### config.mk
export PLATFORM = sky130hd
export DESIGN_NAME = stream_rr_arbiter
export DESIGN_NICKNAME = d
export VERILOG_FILES = /design/src/rtl/stream_arb_pkg.sv /design/src/rtl/rr_priority_encoder.sv /design/src/rtl/stream_rr_arbiter.sv
export SDC_FILE = /design/constraint.sdc
export NUM_CORES = 1
export LEC_CHECK = 0
export CAP_MARGIN = 20
export CORE_UTILIZATION = 34
export DETAILED_ROUTE_END_ITERATION = 7
export PLACE_DENSITY = 0.73
export SLEW_MARGIN = 20
export SYNTH_ARGS = -nofsm -noshare
export SYNTH_HDL_FRONTEND = slang
export SYNTH_SLANG_ARGS = --single-unit
### constraint.sdc
create_clock -name clk -period 2.27 [get_ports clk]
set_input_delay 0.681 -clock clk [delete_from_list [all_inputs] [get_ports clk]]
set_output_delay 0.681 -clock clk [all_outputs]
set_load 0.02 [all_outputs]
### src/rtl/stream_arb_pkg.sv
// Shared types and helpers for the round-robin stream arbiter.
// Holds the source-index width function and the packet-lock states.
package stream_arb_pkg;

    typedef enum logic {
        IDLE,
        LOCKED
    } lock_state_e;

    // Width of a requester index; never narrower than one bit.
    function automatic int src_w(input int n);
        return (n > 2) ? $clog2(n) : 1;
    endfunction

endpackage

### src/rtl/rr_priority_encoder.sv
// Round-robin priority search over the valid vector.
// Finds the first set index starting at ptr, wrapping past the top.
module rr_priority_encoder #(
    parameter int INPUTS = 4,
    parameter int PTR_W  = 2
) (
    input  logic [INPUTS-1:0] vld,
    input  logic [PTR_W-1:0]  ptr,
    output logic [PTR_W-1:0]  grant,
    output logic              any
);

    // Walk from farthest to nearest so the nearest hit wins.
    always_comb begin
        int idx;
        grant = '0;
        any   = 1'b0;
        for (int k = INPUTS - 1; k >= 0; k--) begin
            idx = int'(ptr) + k;
            if (idx >= INPUTS) begin
                idx = idx - INPUTS;
            end
            if (vld[idx]) begin
                grant = PTR_W'(idx);
                any   = 1'b1;
            end
        end
    end

endmodule

### src/rtl/stream_rr_arbiter.sv
// Round-robin N:1 stream arbiter with a single registered output stage.
// Define STREAM_RR_ARBITER_PKT_LOCK_EN to hold the grant for whole packets.
module stream_rr_arbiter
    import stream_arb_pkg::*;
#(
    parameter int DATA_WIDTH = 2,
    parameter int INPUTS     = 4,
    localparam int SRC_W     = src_w(INPUTS)
) (
    input  logic                         clk,
    input  logic                         rst,
    input  logic [INPUTS*DATA_WIDTH-1:0] din_data,
    input  logic [INPUTS-1:0]            din_last,
    input  logic [INPUTS-1:0]            din_vld,
    output logic [INPUTS-1:0]            din_rd,
    output logic [DATA_WIDTH-1:0]        dout_data,
    output logic                         dout_last,
    output logic [SRC_W-1:0]             dout_src,
    output logic                         dout_vld,
    input  logic                         dout_rd
);

    logic [SRC_W-1:0]      ptr_q, ptr_d;
    logic [SRC_W-1:0]      g;
    logic                  any;
    logic [SRC_W-1:0]      sel;
    logic [SRC_W-1:0]      sel_nxt;
    logic                  sel_vld;
    logic                  can_load;
    logic                  xfer;

    logic                  vld_q, vld_d;
    logic                  last_q, last_d;
    logic [DATA_WIDTH-1:0] data_q, data_d;
    logic [SRC_W-1:0]      src_q, src_d;

`ifdef STREAM_RR_ARBITER_PKT_LOCK_EN
    lock_state_e           state_q, state_d;
    logic [SRC_W-1:0]      lock_q, lock_d;
`endif

    rr_priority_encoder #(
        .INPUTS (INPUTS),
        .PTR_W  (SRC_W)
    ) u_enc (
        .vld   (din_vld),
        .ptr   (ptr_q),
        .grant (g),
        .any   (any)
    );

    // Pick the serviced requester: the free grant, or the locked one.
    always_comb begin
        sel     = g;
        sel_vld = any;
`ifdef STREAM_RR_ARBITER_PKT_LOCK_EN
        if (state_q == LOCKED) begin
            sel     = lock_q;
            sel_vld = din_vld[lock_q];
        end
`endif
    end

    assign can_load = !vld_q || dout_rd;
    assign xfer     = sel_vld && can_load && !rst;
    assign sel_nxt  = (sel == SRC_W'(INPUTS - 1)) ? '0 : sel + 1'b1;

    // One-hot ready toward the serviced requester only.
    always_comb begin
        din_rd = '0;
        if (xfer) begin
            din_rd[sel] = 1'b1;
        end
    end

    // Output stage: load on transfer, otherwise empty when drained.
    always_comb begin
        vld_d  = vld_q;
        last_d = last_q;
        data_d = data_q;
        src_d  = src_q;
        if (xfer) begin
            vld_d  = 1'b1;
            last_d = din_last[sel];
            data_d = din_data[int'(sel)*DATA_WIDTH +: DATA_WIDTH];
            src_d  = sel;
        end else if (dout_rd) begin
            vld_d  = 1'b0;
        end
    end

`ifdef STREAM_RR_ARBITER_PKT_LOCK_EN
    // Lock onto a requester mid-packet; rotate only at its last beat.
    always_comb begin
        state_d = state_q;
        lock_d  = lock_q;
        ptr_d   = ptr_q;
        if (xfer) begin
            if (din_last[sel]) begin
                state_d = IDLE;
                ptr_d   = sel_nxt;
            end else begin
                state_d = LOCKED;
                lock_d  = sel;
            end
        end
    end
`else
    // Rotate priority past every granted beat.
    always_comb begin
        ptr_d = ptr_q;
        if (xfer) begin
            ptr_d = sel_nxt;
        end
    end
`endif

    // State registers with synchronous reset.
    always_ff @(posedge clk) begin
        if (rst) begin
            ptr_q   <= '0;
            vld_q   <= 1'b0;
            last_q  <= 1'b0;
            data_q  <= '0;
            src_q   <= '0;
`ifdef STREAM_RR_ARBITER_PKT_LOCK_EN
            state_q <= IDLE;
            lock_q  <= '0;
`endif
        end else begin
            ptr_q   <= ptr_d;
            vld_q   <= vld_d;
            last_q  <= last_d;
            data_q  <= data_d;
            src_q   <= src_d;
`ifdef STREAM_RR_ARBITER_PKT_LOCK_EN
            state_q <= state_d;
            lock_q  <= lock_d;
`endif
        end
    end

    assign dout_vld  = vld_q;
    assign dout_last = last_q;
    assign dout_data = data_q;
    assign dout_src  = src_q;

endmodule

==> results of run 1 <==
==> area by class of cell <==
type / instances / area (um2) / share of cell area, %
Multi-Input combinational cell: 57 / 479.2 / 41.81
Timing Repair Buffer: 49 / 464.2 / 40.50
Sequential cell: 8 / 160.2 / 13.97
Clock buffer: 3 / 22.52 / 1.965
Tap cell: 16 / 20.02 / 1.747
==> layer usage <==
metal | track usage [%] | wire (um)
met1 | 27.94 | 764
met2 | 33.13 | 923
met3 | 1.277 | 98
met4 | 7.273 | 19
met5 | 0 | 0
==> Yosys cell counts (all sizes together) <==
library cell	instances	share of area, %
dfxtp	8	28
nor3b	6	7.8
a21oi	4	3.5
nor4b	1	4.1
nand2b	1	1.1
nor3	3	2.6
a211o	1	1.5
nor2b	5	5.9
xnor2	1	1.5
and2	4	4.4
and3	2	2.2
nor4	2	5.9
nor2	6	4.4
a221oi	3	4.6
a211oi	4	6.1
o21bai	2	2.6
nand2	5	3.3
buf	2	2.8
or2	1	1.5
mux2i	1	1.7
o21ai	4	3.5
or3	1	1.1
==> through the flow <==
stage	cells	hold WS (ps)	setup WS, ps
3_3_place_gp	123	444.5	-1071
3_5_place_dp	123	450.4	-1105
4_1_cts	131	457.7	-235.8
6_report	133	457.5	-232.5
5_1_grt	133	486.3	-258.1
2_1_floorplan	67	517.0	-144.7
==> kinds of logic after synthesis <==
logic type / after synthesis / share of synthesized area (%)
AND/OR/NAND/NOR: 37 / 44.23
AO/OA/AOI/OAI: 18 / 21.78
flip-flops: 8 / 27.89
buffers and inverters: 2 / 2.831
XOR/XNOR: 1 / 1.525
multiplexers: 1 / 1.743
==> critical path, delay by kind of cell <==
kind                   cells  cell delay (ps)
AND/OR/NAND/NOR            3              470
AO/OA/AOI/OAI              1              320
buffers and inverters      3              350
==> worst paths after layout <==
check,start,to,cells after the start
worst max-delay path,din_vld[2],din_rd[3],7
worst min-delay path,dout_last,dout_last,2
worst max register to register,ptr_q[0],dout_data[0],8
worst min register to register,dout_last,dout_last,2
==> sequential cells by signal, summed over array words and instances (netlist names) <==
register / flops
dout_data: 2
ptr_q: 2
dout_vld: 1
dout_last: 1
dout_src: 2
==> what timing repair did <==
item	4_1_cts	5_1_grt
hold buffers	0	0
setup buffers	5	2
gates resized for setup	59	8
pin swaps	9	8
setup endpoints to repair	7	4
==> power groups by stage <==
stage	sequential (mW)	combinational [mW]	clock, mW
after floorplan	0.203	0.153	0
after global placement	0.178	0.300	0
after detailed placement	0.179	0.306	0
after CTS	0.176	0.340	0.110
after global routing	0.180	0.378	0.117
final	0.177	0.354	0.108
==> flow_summary.json, run 1 <==
{
  "core_area_mm2": 0.001541,
  "worst_slack_ps": -232.5,
  "stdcell_area_mm2": 0.001146,
  "finalCritPeriodShare_pct": 110.2,
  "yosysSeqAreaShare_pct": 27.89,
  "post-route-min-period_ps": 2503,
  "antenna_found_initial": 0,
  "syn-cell-area_um2": 574.3,
  "vdd_drop_max_mv": 0.4474,
  "hold_violations": 0,
  "cts_tree": "built",
  "grt_pass1_vias": 672,
  "die_w_um": 43.10,
  "num-nets-final": 138,
  "placed_cell_area_mm2": 0.001003,
  "violations": "negative setup slack",
  "fillers": 112,
  "via_per_inst": 5.218,
  "clkLatencyLatePin_ps": 250,
  "slowest_stage": "a211o_1",
  "grt_pass1_wl_um": 2884,
  "drc": 0,
  "cap_violations": 0,
  "path_max_fanout": 4,
  "r2r_slack_ps": 460,
  "num_vias": 694,
  "die_h_um": 43.10,
  "grt_max_degree": 10,
  "tns_ps": -694.6,
  "cts.htree.levels": 1,
  "syn_to_final_growth_pct": 99.56,
  "mostFrequentLayoutCell": "clkdlybuf4s50_1",
  "run_status": "finished with violations",
  "hpwl_um": 1288,
  "worstSetupEndpointType": "output port",
  "synthDistinctLibCells": 28,
  "root_buffer": "clkbuf_4",
  "ant_nets": 0,
  "ys_warn_count": 0,
  "die_area_mm2": 0.001858,
  "ios": 29,
  "drt_iter0_markers": 6,
  "clk_pin_slew_worst_paths_ps": 50,
  "crit_chain": "buf_8, nor2b_4, a211o_1, and2_4, buf_4, and3_4, buf_6",
  "p_sw_share_pct": 34.34,
  "timing_worst_setup_path_type": "in -> out",
  "skew_ps": 2.502,
  "total_power_uw": 639.3,
  "clock_path_buffers": 2,
  "cts.sinks": 8,
  "antennaDiodeCount": 0,
  "p_leak_nw": 0.4688,
  "synth_area_per_cell_um2": 8.572,
  "p_clk_share_pct": 16.9,
  "rows": 14,
  "tightest_slew_ps": 473.3,
  "rsz0062_at_grt": "true",
  "critPathLaunchType": "input port",
  "drtPass1Iterations": 4,
  "hp-class": "reg -> reg",
  "slowest_delay_ps": 320,
  "grt_use_total_pct": 20.30,
  "grt_overflow": 0,
  "drive_gt1_share_pct": 43.59,
  "setup_viol": 4,
  "pwr-share-seq_pct": 27.7,
  "io_buffers": 28,
  "syn_inst": 67,
  "wl_per_cell_um": 13.57,
  "power_frac_comb_pct": 55.4,
  "required_ps": 1590,
  "postRouteWirelength_um": 1805,
  "start_util_pct": 37.26,
  "final_cell_mix": "18 x clkdlybuf4s50_1, 17 x buf_4, 9 x buf_6",
  "power.switching_uw": 219.5,
  "intPower_uw": 419.7,
  "cp.arrival_ps": 1820,
  "relSlewSlack_pct": 68.33,
  "ys_ff_latch": 8,
  "fin_util_pct": 74.35,
  "power_density_mw_per_mm2": 557.8,
  "slew_viol_final": 0,
  "cts_buffers": 3,
  "clock.fmax_mhz": 399.6,
  "gp_congestion": 0.7915,
  "syn-num-nets": 86
}
Note: power is estimated with default switching activity, not from simulation.
==> run 2, diff against run 1 <==
- CORE_MARGIN: default -> 5
==> run 2 against run 1 <==
  * Routed wire length is 16% higher
  * Largest cell class is now buffers
  * Clock skew shrank 1.5 ps
  * Core utilization is 2.6 points higher
  * Clock-buffer cell count did not move
  * Sequential power is 3% higher
  * The run still ends with negative setup slack left
  * Register-to-register slack worse by 30 ps
  * Total power is 3.2% higher
  * Combinational power is 5% higher
  * Worst setup slack better by 30 ps
==> flow_summary.json, run 2 (synthesis results as in run 1) <==
{
  "run_status": "finished with violations",
  "violations": "negative setup slack",
  "grt_overflow": 0,
  "hp-class": "reg -> reg",
  "reg2reg_to": "dout_data[1]",
  "setup_viol": 4,
  "drtPass1Iterations": 6,
  "cap_violations": 0,
  "critPathLaunchType": "input port",
  "grt_max_degree": 10,
  "relSlewSlack_pct": 72.91,
  "cp.arrival_ps": 1790,
  "core_area_mm2": 0.001559,
  "via_per_inst": 5.194,
  "power_density_mw_per_mm2": 550.0,
  "antenna_found_initial": 0,
  "r2r-start": "ptr_q[0]",
  "hpwl_um": 1515,
  "r2r_slack_ps": 430,
  "hold_violations": 0,
  "timing_worst_setup_path_type": "in -> out",
  "start_util_pct": 36.84,
  "drc": 0,
  "syn_to_final_growth_pct": 108.9,
  "io_buffers": 28,
  "skew_ps": 1.034,
  "p_leak_nw": 0.5059,
  "slew_viol_final": 0,
  "path_max_fanout": 4,
  "root_buffer": "clkbuf_4",
  "final_cells": 139,
  "die_w_um": 51.10,
  "final_cell_mix": "25 x buf_4, 18 x clkdlybuf4s50_1, 8 x dfxtp_1, 8 x buf_6, 6 x nor3b_1",
  "tightest_slew_ps": 404.9,
  "gp_congestion": 0.7466,
  "required_ps": 1590,
  "tns_ps": -542.1,
  "finalCritPeriodShare_pct": 108.9,
  "wl_per_cell_um": 15.12,
  "num-nets-final": 144,
  "grt_use_total_pct": 16.37,
  "antennaDiodeCount": 0,
  "multi_input_area_um2": 494.2,
  "vdd_drop_max_mv": 0.3511,
  "mostFrequentLayoutCell": "buf_4",
  "cts.sinks": 8,
  "postRouteWirelength_um": 2102,
  "cts.htree.levels": 1,
  "register_area_um2": 160.2,
  "ios": 29,
  "crit_end": "din_rd[3]",
  "clk_pin_slew_worst_paths_ps": 50,
  "worst_slack_ps": -202.9,
  "ant_nets": 0,
  "dp.cells": 126,
  "cts_tree": "built",
  "clock.fmax_mhz": 404.4,
  "rr_worst_depth": 9,
  "drt_iter0_markers": 7,
  "rsz0062_at_grt": "true",
  "grt_pass1_vias": 710,
  "clkLatencyLatePin_ps": 250,
  "grt_pass1_wl_um": 3346,
  "die_area_mm2": 0.002611,
  "rows": 14,
  "num_vias": 722,
  "die_h_um": 51.10,
  "post-route-min-period_ps": 2473,
  "ctsHoldBuffers": 0,
  "worstSetupEndpointType": "output port",
  "cts_buffers": 3,
  "drive_gt1_share_pct": 47.15,
  "fillers": 110,
  "worstSetupStartpoint": "din_vld[2]",
  "clock_path_buffers": 2,
  "fin_util_pct": 76.97
}
[run 2: layout make-up]
| type | instances | share of cell area [%] |
|---|---|---|
| Tap cell | 16 | 1.668 |
| Clock buffer | 3 | 1.877 |
| Timing Repair Buffer | 55 | 41.92 |
| Sequential cell | 8 | 13.35 |
| Multi-Input combinational cell | 57 | 41.19 |
[run 2: worst min-delay path by stage]
stage,start,slack [ps],end,cells after the start
2_1_floorplan,ptr_q[0],520,ptr_q[0],2
3_3_place_gp,dout_data[1],440,dout_data[1],2
3_5_place_dp,dout_data[1],450,dout_data[1],2
4_1_cts,dout_data[1],460,dout_data[1],2
5_1_grt,dout_data[0],480,dout_data[0],2
6_report,dout_data[1],450,dout_data[1],2
[run 2: what timing repair did]
action / CTS / global route
cloned: 0 / 0
buffers inserted: 5 / 5
pin swaps: 9 / 10
resized for setup: 65 / 7
setup endpoints to repair: 7 / 4
[run 2: worst max-delay path, cell delays in order]
cell,delay (ps)
buf_6,100
nor2b_4,120
a211o_1,300
and2_4,190
buf_6,120
and3_4,160
buf_6,120
[run 2: routing by layer]
| layer | GRT usage, % | routed length [um] | up-vias |
|---|---|---|---|
| met1 | 21.30 | 903 | 345 |
| met5 | 0 | 0 | - |
| met4 | 5.381 | 12 | 0 |
| met3 | 2.907 | 65 | 2 |
| met2 | 27.25 | 1121 | 12 |
| li1 | - | - | 363 |
[run 2: power by group]
| part | leakage [nW] | switching [mW] | internal, mW |
|---|---|---|---|
| Clock | 0.0138 | 0.0442 | 0.0602 |
| Combinational | 0.425 | 0.164 | 0.209 |
| Sequential | 0.0666 | 0.0185 | 0.164 |
[run 2: per-stage QoR]
step	worst slack (ps)	hold WS [ps]	cell area [um2]	total power, mW
2_1_floorplan	-144.7	517.0	620.6	0.3552
3_3_place_gp	-1134	441.5	1026	0.4888
3_5_place_dp	-1142	449.4	1026	0.4953
4_1_cts	-201.4	456.6	1152	0.6429
5_1_grt	-221.5	484.8	1200	0.7041
6_report	-202.9	454.3	1200	0.6599
